## src/rtl/serial_word_deserializer_pkg.sv

```systemverilog
// Shared types for the serial word deserializer.
// State encoding and shift-direction constants.
package serial_word_deserializer_pkg;

  typedef enum logic [1:0] {
    IDLE,
    SHIFT,
    PARITY
  } state_t;

  localparam logic DIR_MSB_FIRST = 1'b0;
  localparam logic DIR_LSB_FIRST = 1'b1;

endpackage

```

## src/rtl/serial_word_deserializer_out_stage.sv

```systemverilog
// deser_out_stage: valid/ready holding register with drop detect.
// in: word, perr, deliver, out_ready; out: out_data/valid/perr, drop.
module deser_out_stage #(
  parameter int WIDTH = 8
) (
  input  logic             clk,
  input  logic             rstn,
  input  logic [WIDTH-1:0] word,
  input  logic             perr,
  input  logic             deliver,
  input  logic             out_ready,
  output logic [WIDTH-1:0] out_data,
  output logic             out_valid,
  output logic             out_perr,
  output logic             drop
);

  logic room;

  assign room = !out_valid || out_ready;
  assign drop = deliver && !room;

  always_ff @(posedge clk or negedge rstn) begin
    if (!rstn) begin
      out_data  <= '0;
      out_valid <= 1'b0;
      out_perr  <= 1'b0;
    end else if (deliver && room) begin
      out_data  <= word;
      out_valid <= 1'b1;
      out_perr  <= perr;
    end else if (out_valid && out_ready) begin
      out_valid <= 1'b0;
    end
  end

endmodule

```

## src/rtl/serial_word_deserializer.sv

```systemverilog
// Serial-to-parallel receiver, MSB- or LSB-first, valid/ready output.
// Ports: clk, rstn, sdi/sdi_en/frame/dir in; out_* stage; overrun,
// sync_err sticky flags with clr_err. Parity bit after each word when
// SERIAL_WORD_DESERIALIZER_PARITY_EN is defined.
module serial_word_deserializer
  import serial_word_deserializer_pkg::*;
#(
  parameter int WIDTH = 8
) (
  input  logic             clk,
  input  logic             rstn,
  input  logic             sdi,
  input  logic             sdi_en,
  input  logic             frame,
  input  logic             dir,
  output logic [WIDTH-1:0] out_data,
  output logic             out_valid,
  input  logic             out_ready,
  output logic             out_perr,
  output logic             overrun,
  output logic             sync_err,
  input  logic             clr_err
);

  localparam int CW = $clog2(WIDTH + 1);

  state_t           state, state_n;
  logic [WIDTH-1:0] sr, sr_n, sh, first, word;
  logic [CW-1:0]    cnt, cnt_n;
  logic             dir_q, dir_n;
  logic             deliver, perr, sync_set, drop;

  always_comb begin
    sh = (dir_q == DIR_LSB_FIRST) ? {sdi, sr[WIDTH-1:1]}
                                  : {sr[WIDTH-2:0], sdi};
    // a frame bit starts from an empty register
    first = '0;
    if (dir == DIR_LSB_FIRST) first[WIDTH-1] = sdi;
    else                      first[0]       = sdi;
  end

  always_comb begin
    state_n  = state;
    sr_n     = sr;
    cnt_n    = cnt;
    dir_n    = dir_q;
    deliver  = 1'b0;
    perr     = 1'b0;
    sync_set = 1'b0;
    if (sdi_en) begin
      if (frame) begin
        sync_set = (state != IDLE);
        sr_n     = first;
        cnt_n    = CW'(1);
        dir_n    = dir;
        state_n  = SHIFT;
      end else begin
        case (state)
          SHIFT: begin
            sr_n  = sh;
            cnt_n = cnt + CW'(1);
            if (cnt == CW'(WIDTH - 1)) begin
`ifdef SERIAL_WORD_DESERIALIZER_PARITY_EN
              state_n = PARITY;
`else
              deliver = 1'b1;
              cnt_n   = '0;
              state_n = IDLE;
`endif
            end
          end
`ifdef SERIAL_WORD_DESERIALIZER_PARITY_EN
          PARITY: begin
            deliver = 1'b1;
            perr    = ^{sr, sdi};
            cnt_n   = '0;
            state_n = IDLE;
          end
`endif
          default: ;
        endcase
      end
    end
  end

`ifdef SERIAL_WORD_DESERIALIZER_PARITY_EN
  assign word = sr;
`else
  assign word = sh;
`endif

  always_ff @(posedge clk or negedge rstn) begin
    if (!rstn) begin
      state    <= IDLE;
      sr       <= '0;
      cnt      <= '0;
      dir_q    <= DIR_MSB_FIRST;
      overrun  <= 1'b0;
      sync_err <= 1'b0;
    end else begin
      state    <= state_n;
      sr       <= sr_n;
      cnt      <= cnt_n;
      dir_q    <= dir_n;
      // a set on the same edge beats clr_err
      overrun  <= drop || (overrun && !clr_err);
      sync_err <= sync_set || (sync_err && !clr_err);
    end
  end

  deser_out_stage #(
    .WIDTH(WIDTH)
  ) u_out (
    .clk      (clk),
    .rstn     (rstn),
    .word     (word),
    .perr     (perr),
    .deliver  (deliver),
    .out_ready(out_ready),
    .out_data (out_data),
    .out_valid(out_valid),
    .out_perr (out_perr),
    .drop     (drop)
  );

endmodule

```

## config.mk

```make
export PLATFORM = sky130hd
export DESIGN_NAME = serial_word_deserializer
export DESIGN_NICKNAME = d
export VERILOG_FILES = /design/src/rtl/serial_word_deserializer_pkg.sv /design/src/rtl/serial_word_deserializer_out_stage.sv /design/src/rtl/serial_word_deserializer.sv
export SDC_FILE = /design/constraint.sdc
export NUM_CORES = 1
export LEC_CHECK = 0
export BUFFER_PORTS_ARGS = -buffer_cell sky130_fd_sc_hd__buf_2
export CAP_MARGIN = 20
export CORE_MARGIN = 1.5
export CORE_UTILIZATION = 30
export CTS_CLUSTER_DIAMETER = 100
export DETAILED_ROUTE_END_ITERATION = 7
export MAX_ROUTING_LAYER = met4
export REMOVE_ABC_BUFFERS = 1
export SLEW_MARGIN = 10
export SYNTH_ARGS = -nofsm -noshare
export SYNTH_HDL_FRONTEND = slang
export SYNTH_SLANG_ARGS = --single-unit
```

## constraint.sdc

```tcl
create_clock -name clk -period 1.52 [get_ports clk]
set_input_delay 0.076 -clock clk [delete_from_list [all_inputs] [get_ports clk]]
set_output_delay 0.076 -clock clk [all_outputs]
set_load 0.05 [all_outputs]
```

==> flow_summary_export.csv, run 1 <==
group,metric,value,unit
run_status,status,"complete, but fails checks",
run_status,violations,"negative setup slack",
sta,final-max-slew-violation-count,0,
synthesis,synthTopCellsByArea,"dfrtp_1 53%, mux2_4 6.3%, mux2i_1 5.9%, mux2_2 5.7%, a22o_1 4.4%",
sta,slew_headroom,62.50,%
die,pin_count,20,
pwr,p_clk_share,19.7,%
pwr,sequentialPowerShare,44.0,%
sta,tightestPinTransition,0.5625,ns
routing,viasPerCell,4.694,
pwr,switchingPower,0.0006993,W
cells_and_area,fill_cells,398,
clocking,cts_root_buffer,"clkbuf_8",
clocking,htree_levels,1,
sta,setup_viol,2,
sta,finalHoldWorstSlack,0.006928,ns
die,start_util,31.82,%
synthesis,ys_types,27,
global_route,overflow,0,
synthesis,netlist_area,1191,µm²
critical_path,cp_max_fo,7,
placed_design,gp_congestion,0.8994,
die,dieArea,4357,µm²
synthesis,syn_avg_cell_area,11.91,µm²
placed_design,dp_hpwl,1789,µm
pwr,powerDensity,1326,nW/µm²
synthesis,synth.top_cell.area_share,52.52,%
die,coreArea,3744,µm²
sta,fin_crit_sh,100.1,%
synthesis,syn_inst,100,
clocking,clock_path_buffers,2,
synthesis,ys.flop_type,"dfrtp_1",
routing,num_vias,845,
synthesis,yosysSeqAreaShare,52.52,%
critical_path,end_kind,"register",
critical_path,crit_type,"register to register",
global_route,grt_max_degree,26,
pwr,p_leak,0.7518,nW
die,fp-row-count,22,
routing,drtAntennaViolNets,0,
pwr,p_int,0.001256,W
worst_hold_path,min_path_type,"input port to register",
clocking,clock_latency,0.26,ns
pwr,vdd_drop_max,0.0004550,V
routing,drc,0,
clocking,clkTransAtPathRegs,0.09,ns
critical_path,start_kind,"register",
sta,finalWorstSetupSlack,-0.002068,ns
cells_and_area,layout.nets,142,
global_route,track_usage,12.56,%
clocking,cts_tree,"built",
placed_design,dp.cells,172,
global_route,antenna_found_initial,0,
sta,hold_viol,0,
pwr,combPwrFrac,36.3,%
clocking,cts_buffers,3,
sta,worst_clock_skew,0.006776,ns
synthesis,synth_largest_area_cell,"dfrtp_1",
sta,fmax,657.0,MHz
cells_and_area,area_growth,23.84,%
routing,wl_per_cell,13.21,µm
sta,grt_setup_unrepaired,"yes",
global_route,first_global_vias,878,
cells_and_area,finalNonFillerCells,180,
routing,wl,2378,µm
die,die_w,66.01,µm
synthesis,ys_ff_latch,25,
synthesis,synth_edf_count,0,
critical_path,required,1.67,ns
synthesis,synthArstFlopShare,100.0,%
die,chipHeight,66.01,µm
global_route,grt_pass1_wl,4036,µm
pwr,swShare,35.76,%
clocking,numClockSinks,25,
routing,firstDrtPassIters,4,
sta,fin_crit,1.522,ns
cells_and_area,drive_gt1_share,40.15,%
synthesis,yosysWarnings,0,
synthesis,synth_common_cells,"25 x dfrtp_1, 9 x inv_1, 9 x nand2_1",
flow_run,maxCapViolations,0,
routing,drtIter0Drc,62,
critical_path,arrival,1.67,ns
cells_and_area,num_antenna_cells,0,
synthesis,post-synth-top-count-cell,"dfrtp_1",
sta,final.setup.tns,-0.002724,ns
placed_design,port_buffers,18,
## power by group through the flow
| stage | combinational [W] | clock, W | sequential [W] |
|---|---|---|---|
| after floorplan | 0.000230 | 0 | 0.00109 |
| after global placement | 0.000665 | 0 | 0.000879 |
| after detailed placement | 0.000684 | 0 | 0.000876 |
| after CTS | 0.000702 | 0.000395 | 0.000864 |
| after global routing | 0.000765 | 0.000415 | 0.000883 |
| final | 0.000709 | 0.000386 | 0.000861 |
## state kept, by name, summed over array words and instances (netlist names)
register,count
cnt,4
dir_q,1
overrun,1
sr,8
state,1
sync_err,1
u_out.out_data,8
u_out.out_valid,1
## cells by family after synthesis
group | after synthesis | synth area share, %
buffers and inverters | 15 | 6.302
other | 1 | 0.3148
and+or+nand+nor | 22 | 11.56
AOI/OAI and AO/OA | 18 | 10.40
DFF | 25 | 52.52
muxes | 18 | 17.86
adders and majority gates | 1 | 1.050
## final timing paths
| kind | from | cells past startpoint | endpoint | slack (ns) |
|---|---|---|---|---|
| worst max-delay path | cnt[0]$_DFFE_PN0P_ | 4 | u_out.out_data[3]$_DFFE_PN0P_ | -0.002 |
| worst min-delay path | clr_err | 2 | sync_err$_DFF_PN0_ | 0.007 |
| worst max register to register | cnt[0]$_DFFE_PN0P_ | 4 | u_out.out_data[3]$_DFFE_PN0P_ | -0.002 |
| worst min register to register | u_out.out_data[1]$_DFFE_PN0P_ | 1 | u_out.out_data[1]$_DFFE_PN0P_ | 0.51 |
| max in group asynchronous | rstn | 2 | u_out.out_data[2]$_DFFE_PN0P_ | 0.81 |
| min in group asynchronous | rstn | 2 | state[0]$_DFFE_PN0P_ | 0.33 |
## per-stage QoR
| stage | power, W | worst slack, ns | utilization (%) | instance area (µm²) |
|---|---|---|---|---|
| after floorplan | 0.001315 | -0.08039 | - | 1150 |
| after global placement | 0.001544 | -0.03972 | 37.13 | 1390 |
| after detailed placement | 0.001560 | -0.1494 | 37.13 | 1390 |
| after CTS | 0.001961 | -0.01509 | 39.00 | 1460 |
| after global routing | 0.002063 | -0.05923 | 39.41 | 1475 |
| final | 0.001956 | -0.002068 | 39.41 | 1475 |
## per-layer routing
layer	vias to the layer above	GRT usage, %	part of all wire, %
met5	-	-	0
met4	0	4.847	2.3
met3	4	3.578	3.1
met2	19	18.81	44
met1	411	16.15	50
li1	411	-	-
## layout make-up
type                            count  area, µm²  area share [%]
Clock buffer                        4      45.04           3.053
Inverter                            9      33.78           2.290
Multi-Input combinational cell     60      494.2           33.50
Sequential cell                    25      625.6           42.41
Tap cell                           48      60.06           4.071
Timing Repair Buffer               34      216.5           14.67
## cell usage in the layout, fill, tap and decap left out, types with 2 or more instances in the layout
cell type	count
a21oi_1	2
a22o_1	6
and3b_1	2
buf_2	18
buf_4	14
clkbuf_8	3
dfrtp_1	25
inv_1	9
mux2_2	6
mux2_4	5
mux2i_1	7
nand2_1	9
nand3_1	2
o21ai_0	4
o22ai_1	4
## critical path, stage by stage, from the launching register on
cell,delay [ns]
dfrtp_1,0.37
ha_2,0.18
and3b_1,0.17
and3b_2,0.35
mux2_4,0.33
## timing repair
action                                  CTS  global route
gates resized for setup                   3             0
pin swaps                                 2             1
buffers inserted                          1             2
hold buffers                              1             0
cloned                                    0             0
endpoints found under the hold margin    25             0
endpoints found under the setup margin    8             7
(Power assumes the default switching activity.)
==> run 2, diff against run 1 <==
--- a/config.mk
+++ b/config.mk
@@ -19 +19,2 @@
 export SYNTH_SLANG_ARGS = --single-unit
+export TNS_END_PERCENT = 100
==> constraint.sdc (replaced) <==
create_clock -name clk -period 1.9 [get_ports clk]
set_input_delay 0.095 -clock clk [delete_from_list [all_inputs] [get_ports clk]]
set_output_delay 0.095 -clock clk [all_outputs]
set_load 0.1 [all_outputs]
==> run 2 against run 1 <==
The flow now finishes without violations. Maximum frequency down 13%. Sequential power decreased by 17%. Largest cell class unchanged. Global-route usage down 0.90 points. Wire length is 6.0% lower. Critical endpoint is now u_out.out_data[6]$_DFFE_PN0P_. Clock skew fell by 0.0051 ns. Flip-flop and latch count is the same. Setup slack improved by 0.15 ns. Largest power group unchanged. Clock-buffer cell count shrank 1.
==> flow_summary_export.csv, run 2 (same netlist as run 1, synthesis figures left out) <==
group,metric,value,unit
cells_and_area,final_common_cell,"dfrtp_1",
cells_and_area,finalNonFillerCells,167,
die,coreArea,3744,µm²
sta,final.setup.tns,0,ns
run_status,status,"finished clean",
clocking,htree_levels,1,
clocking,clkTransAtPathRegs,0.09,ns
placed_design,dp_hpwl,1632,µm
die,start_util,31.82,%
critical_path,arrival,1.95,ns
clocking,clock_path_buffers,2,
sta,slew_headroom,62.96,%
routing,wl,2236,µm
clocking,clock_latency,0.26,ns
routing,num_vias,789,
sta,fin_crit_sh,92.38,%
clocking,numClockSinks,25,
global_route,track_usage,11.66,%
pwr,swShare,44.21,%
clocking,cts_root_buffer,"clkbuf_8",
critical_path,critPathSlowestCell,"and3b_1",
pwr,p_clk_share,19.3,%
die,die_w,66.01,µm
critical_path,crit_start,"cnt[0]$_DFFE_PN0P_",
cells_and_area,layout.nets,129,
critical_path,timing.rr.end,"u_out.out_data[6]$_DFFE_PN0P_",
clocking,cts_setup_buffers,0,
pwr,combPwrFrac,38.4,%
cells_and_area,top_regs,"sr (8), u_out.out_data (8), cnt (4)",
sta,worst_clock_skew,0.001671,ns
cells_and_area,drive_gt1_share,32.77,%
cells_and_area,area_growth,15.34,%
die,fp-row-count,22,
critical_path,crit_type,"register to register",
critical_path,end_kind,"register",
sta,setup_viol,0,
global_route,first_global_vias,795,
routing,wl_per_cell,13.39,µm
critical_path,max_stage_delay,0.42,ns
cells_and_area,num_antenna_cells,0,
critical_path,path_common_cell,"and3b_1",
critical_path,reg2reg_from,"cnt[0]$_DFFE_PN0P_",
clocking,cts_tree,"built",
clocking,postCtsResizedCells,0,
critical_path,crit_end,"u_out.out_data[6]$_DFFE_PN0P_",
pwr,sequentialPowerShare,42.3,%
cells_and_area,fill_cells,394,
sta,fin_crit,1.755,ns
worst_hold_path,min_path_type,"input port to register",
cells_and_area,final_cell_mix,"25 x dfrtp_1, 18 x buf_2, 9 x inv_1, 9 x nand2_1, 7 x mux2i_1",
sta,final-max-slew-violation-count,0,
placed_design,gp_congestion,0.7900,
critical_path,start_kind,"register",
critical_path,required,2.09,ns
global_route,antenna_found_initial,0,
die,chipHeight,66.01,µm
pwr,powerDensity,1222,nW/µm²
routing,drc,0,
critical_path,cp_max_fo,6,
flow_run,maxCapViolations,0,
global_route,grt_pass1_wl,3808,µm
critical_path,cp_cell_sequence,"ha_1, and3b_1, and3b_1, buf_4, mux2i_1",
pwr,p_int,0.0009369,W
sta,fmax,569.7,MHz
placed_design,dp.cells,162,
routing,viasPerCell,4.725,
global_route,grt_max_degree,26,
sta,grt_setup_unrepaired,"no",
sta,hold_viol,0,
critical_path,r2r_setup_slack,0.14,ns
sta,tightestPinTransition,0.5557,ns
die,pin_count,20,
die,dieArea,4357,µm²
placed_design,port_buffers,18,
critical_path,r2r_cells,5,
routing,drtAntennaViolNets,0,
routing,firstDrtPassIters,4,
routing,drtIter0Drc,59,
pwr,p_leak,0.6878,nW
pwr,switchingPower,0.0007426,W
pwr,vdd_drop_max,0.0008496,V
clocking,cts_buffers,3,
global_route,overflow,0,
## run 2: cell count changes in the layout (fill, tap and decap cells not counted), sizes merged
cell	change
buf	-13
clkbuf	-1
clkinvlp	+1
## run 2: critical path, delay by kind of cell, from the launching register on
kind / cells / cell delay, ns
adders and majority gates: 1 / 0.22
buffers and inverters: 1 / 0.21
DFF: 1 / 0.41
muxes: 1 / 0.19
and+or+nand+nor: 2 / 0.64
## run 2: worst min path at each step
stage	from	depth (start not counted)	slack [ns]	end
6_report	clr_err	2	0.01	sync_err$_DFF_PN0_
5_1_grt	clr_err	2	0.005	sync_err$_DFF_PN0_
4_1_cts	clr_err	2	0.01	sync_err$_DFF_PN0_
3_5_place_dp	rstn	1	0.13	cnt[2]$_DFFE_PN0P_
3_3_place_gp	rstn	1	0.11	cnt[3]$_DFFE_PN0P_
2_1_floorplan	rstn	0	-0.20	cnt[0]$_DFFE_PN0P_
## run 2: routing by layer
layer	vias to the layer above	GRT usage [%]	share of wire, %
met5	-	-	0
met4	0	4.592	1.2
met3	2	2.044	2.5
met2	14	17.68	47
met1	386	15.55	50
li1	387	-	-
## run 2: power groups by stage
stage / sequential, W / combinational, W / clock (W)
2_1_floorplan: 0.00104 / 0.000190 / 0
3_3_place_gp: 0.000719 / 0.000638 / 0
3_5_place_dp: 0.000723 / 0.000647 / 0
4_1_cts: 0.000713 / 0.000651 / 0.000337
5_1_grt: 0.000725 / 0.000684 / 0.000355
6_report: 0.000711 / 0.000645 / 0.000324
## run 2: per-stage QoR
stage	worst slack (ns)	util, %	hold WS (ns)	area (µm²)	total power (W)
floorplan	0.07432	-	-0.2006	1150	0.001234
global placement	0.2377	35.13	0.1081	1315	0.001357
detailed placement	0.1742	35.13	0.1273	1315	0.001370
CTS	0.1363	36.70	0.01245	1374	0.001700
global route	0.04186	36.70	0.005481	1374	0.001764
finish	0.1448	36.70	0.01446	1374	0.001679
## run 2: area by class of cell
type / count / area, µm² / share of cell area (%)
Timing Repair Buffer: 21 / 115.1 / 8.379
Clock inverter: 1 / 7.507 / 0.5464
Sequential cell: 25 / 625.6 / 45.54
Inverter: 9 / 33.78 / 2.459
Multi-Input combinational cell: 60 / 490.5 / 35.70
Tap cell: 48 / 60.06 / 4.372
Clock buffer: 3 / 41.29 / 3.005
## run 2: timing repair
| item | 4_1_cts | 5_1_grt |
|---|---|---|
| endpoints found under the hold margin | 25 | 0 |
| hold buffers | 1 | 0 |
| setup endpoints to repair | 0 | 0 |
==> run 3, diff against run 2 <==
==> constraint.sdc (replaced) <==
create_clock -name clk -period 1.9 [get_ports clk]
set_input_delay 0.57 -clock clk [delete_from_list [all_inputs] [get_ports clk]]
set_output_delay 0.57 -clock clk [all_outputs]
set_load 0.1 [all_outputs]
==> run 3 against run 2 <==
First-iteration DRC count decreased by 54%. Wire length decreased by 1.6%. Clock-buffer cell count unchanged. Clock power decreased by 3%. Utilization decreased by 0.067 points. Cell count unchanged. Hold slack improved by 0.26 ns. Non-clock buffer count unchanged.
==> flow_summary_export.csv, run 3 (same netlist as run 1, synthesis figures left out) <==
group,metric,value,unit
run_status,status,"finished clean",
critical_path,required,2.06,ns
clocking,clock_path_buffers,2,
routing,num_vias,793,
cells_and_area,drive_gt1_share,33.61,%
routing,route.met2.wl,1061,µm
sta,final.setup.tns,0,ns
routing,wl_per_cell,13.17,µm
routing,wl_met3,73,µm
sta,final-max-slew-violation-count,0,
die,start_util,31.82,%
placed_design,port_buffers,18,
sta,finalHoldWorstSlack,0.2732,ns
sta,fin_crit,1.685,ns
pwr,powerDensity,1217,nW/µm²
sta,tightestPinTransition,0.5447,ns
routing,m1WireLength,1039,µm
critical_path,crit_type,"register to register",
cells_and_area,top_regs,"sr (8), u_out.out_data (8), cnt (4)",
sta,worst_clock_skew,0.006629,ns
flow_run,maxCapViolations,0,
clocking,clock_latency,0.27,ns
sta,hold_viol,0,
critical_path,arrival,1.85,ns
routing,drtIter0Drc,27,
pwr,vdd_drop_max,0.0006792,V
routing,wl,2200,µm
routing,dr.max_layer_used,"met4",
global_route,track_usage,11.82,%
clocking,postCtsResizedCells,0,
global_route,antenna_found_initial,0,
sta,fmax,593.5,MHz
clocking,cts_setup_buffers,0,
pwr,p_leak,0.6885,nW
placed_design,dp_hpwl,1641,µm
pwr,power.total,0.001669,W
routing,drc,0,
global_route,first_global_vias,773,
placed_design,gp_congestion,0.7715,
routing,drtAntennaViolNets,0,
die,fp-row-count,22,
die,dieArea,4357,µm²
cells_and_area,final_common_cell,"dfrtp_1",
global_route,overflow,0,
die,die_w,66.01,µm
global_route,grt_max_degree,26,
worst_hold_path,min_path_type,"input port to async pin",
clocking,cts_root_buffer,"clkbuf_8",
cells_and_area,final_cell_mix,"25 x dfrtp_1, 18 x buf_2, 9 x inv_1, 9 x nand2_1, 7 x mux2i_1",
critical_path,end_kind,"register",
die,pin_count,20,
critical_path,start_kind,"register",
sta,slew_headroom,63.69,%
clocking,htree_levels,1,
sta,grt_setup_unrepaired,"no",
sta,setup_viol,0,
die,chipHeight,66.01,µm
global_route,grt_pass1_wl,3767,µm
die,coreArea,3744,µm²
cells_and_area,num_antenna_cells,0,
critical_path,cp_max_fo,8,
cells_and_area,layout.nets,129,
cells_and_area,area_growth,15.13,%
routing,viasPerCell,4.749,
placed_design,placed_area,1323,µm²
cells_and_area,postLayoutCellArea,1371,µm²
sta,fin_crit_sh,88.68,%
clocking,numClockSinks,25,
clocking,cts_hold_buffers,0,
routing,firstDrtPassIters,4,
clocking,cts_buffers,3,
clocking,cts_tree,"built",
clocking,clkTransAtPathRegs,0.09,ns
==> run 3: final timing paths <==
| check | slack (ns) | endpoint | from | depth (start not counted) |
|---|---|---|---|---|
| hold reg to reg | 0.51 | u_out.out_data[1]$_DFFE_PN0P_ | u_out.out_data[1]$_DFFE_PN0P_ | 1 |
| min in group clk | 0.49 | sync_err$_DFF_PN0_ | clr_err | 2 |
| max in group asynchronous | 1.26 | sr[6]$_DFFE_PN0P_ | rstn | 1 |
| hold / removal | 0.27 | dir_q$_DFFE_PN0P_ | rstn | 1 |
| setup reg to reg | 0.22 | u_out.out_data[3]$_DFFE_PN0P_ | cnt[0]$_DFFE_PN0P_ | 5 |
| setup / recovery | 0.22 | u_out.out_data[3]$_DFFE_PN0P_ | cnt[0]$_DFFE_PN0P_ | 5 |
==> run 3: cell type report <==
cell class                 instances  area (µm²)
clock buffer                       3       41.29
clock inverter                     1       7.507
fill                             391        2372
inverter                           9       33.78
multi-input combinational         60       490.5
sequential                        25       625.6
tap                               48       60.06
timing repair buffer              21       112.6
==> run 3: per-stage QoR <==
stage	std cells	utilization [%]	setup WS (ns)
floorplan	94	-	0.07432
global placement	163	35.33	0.1721
detailed placement	163	35.33	0.1591
CTS	167	36.63	0.2074
global route	167	36.63	0.1371
finish	167	36.63	0.2151
==> run 3: layer usage <==
metal	global-route usage [%]	vias to the layer above
met5	-	-
met3	2.555	2
li1	-	384
met1	14.96	391
met2	18.94	16
met4	3.827	0
==> run 3: critical path: stages (launching register included) <==
cell and delay [ns]:
dfrtp_1 0.44, ha_1 0.26, and3b_1 0.23, and3b_1 0.17, buf_4 0.18, mux2_4 0.30
==> run 3: power by group <==
part           total (W)  internal, W  switching (W)
Clock           0.000315     0.000148       0.000166
Sequential      0.000711     0.000628      0.0000831
Combinational   0.000643     0.000160       0.000483
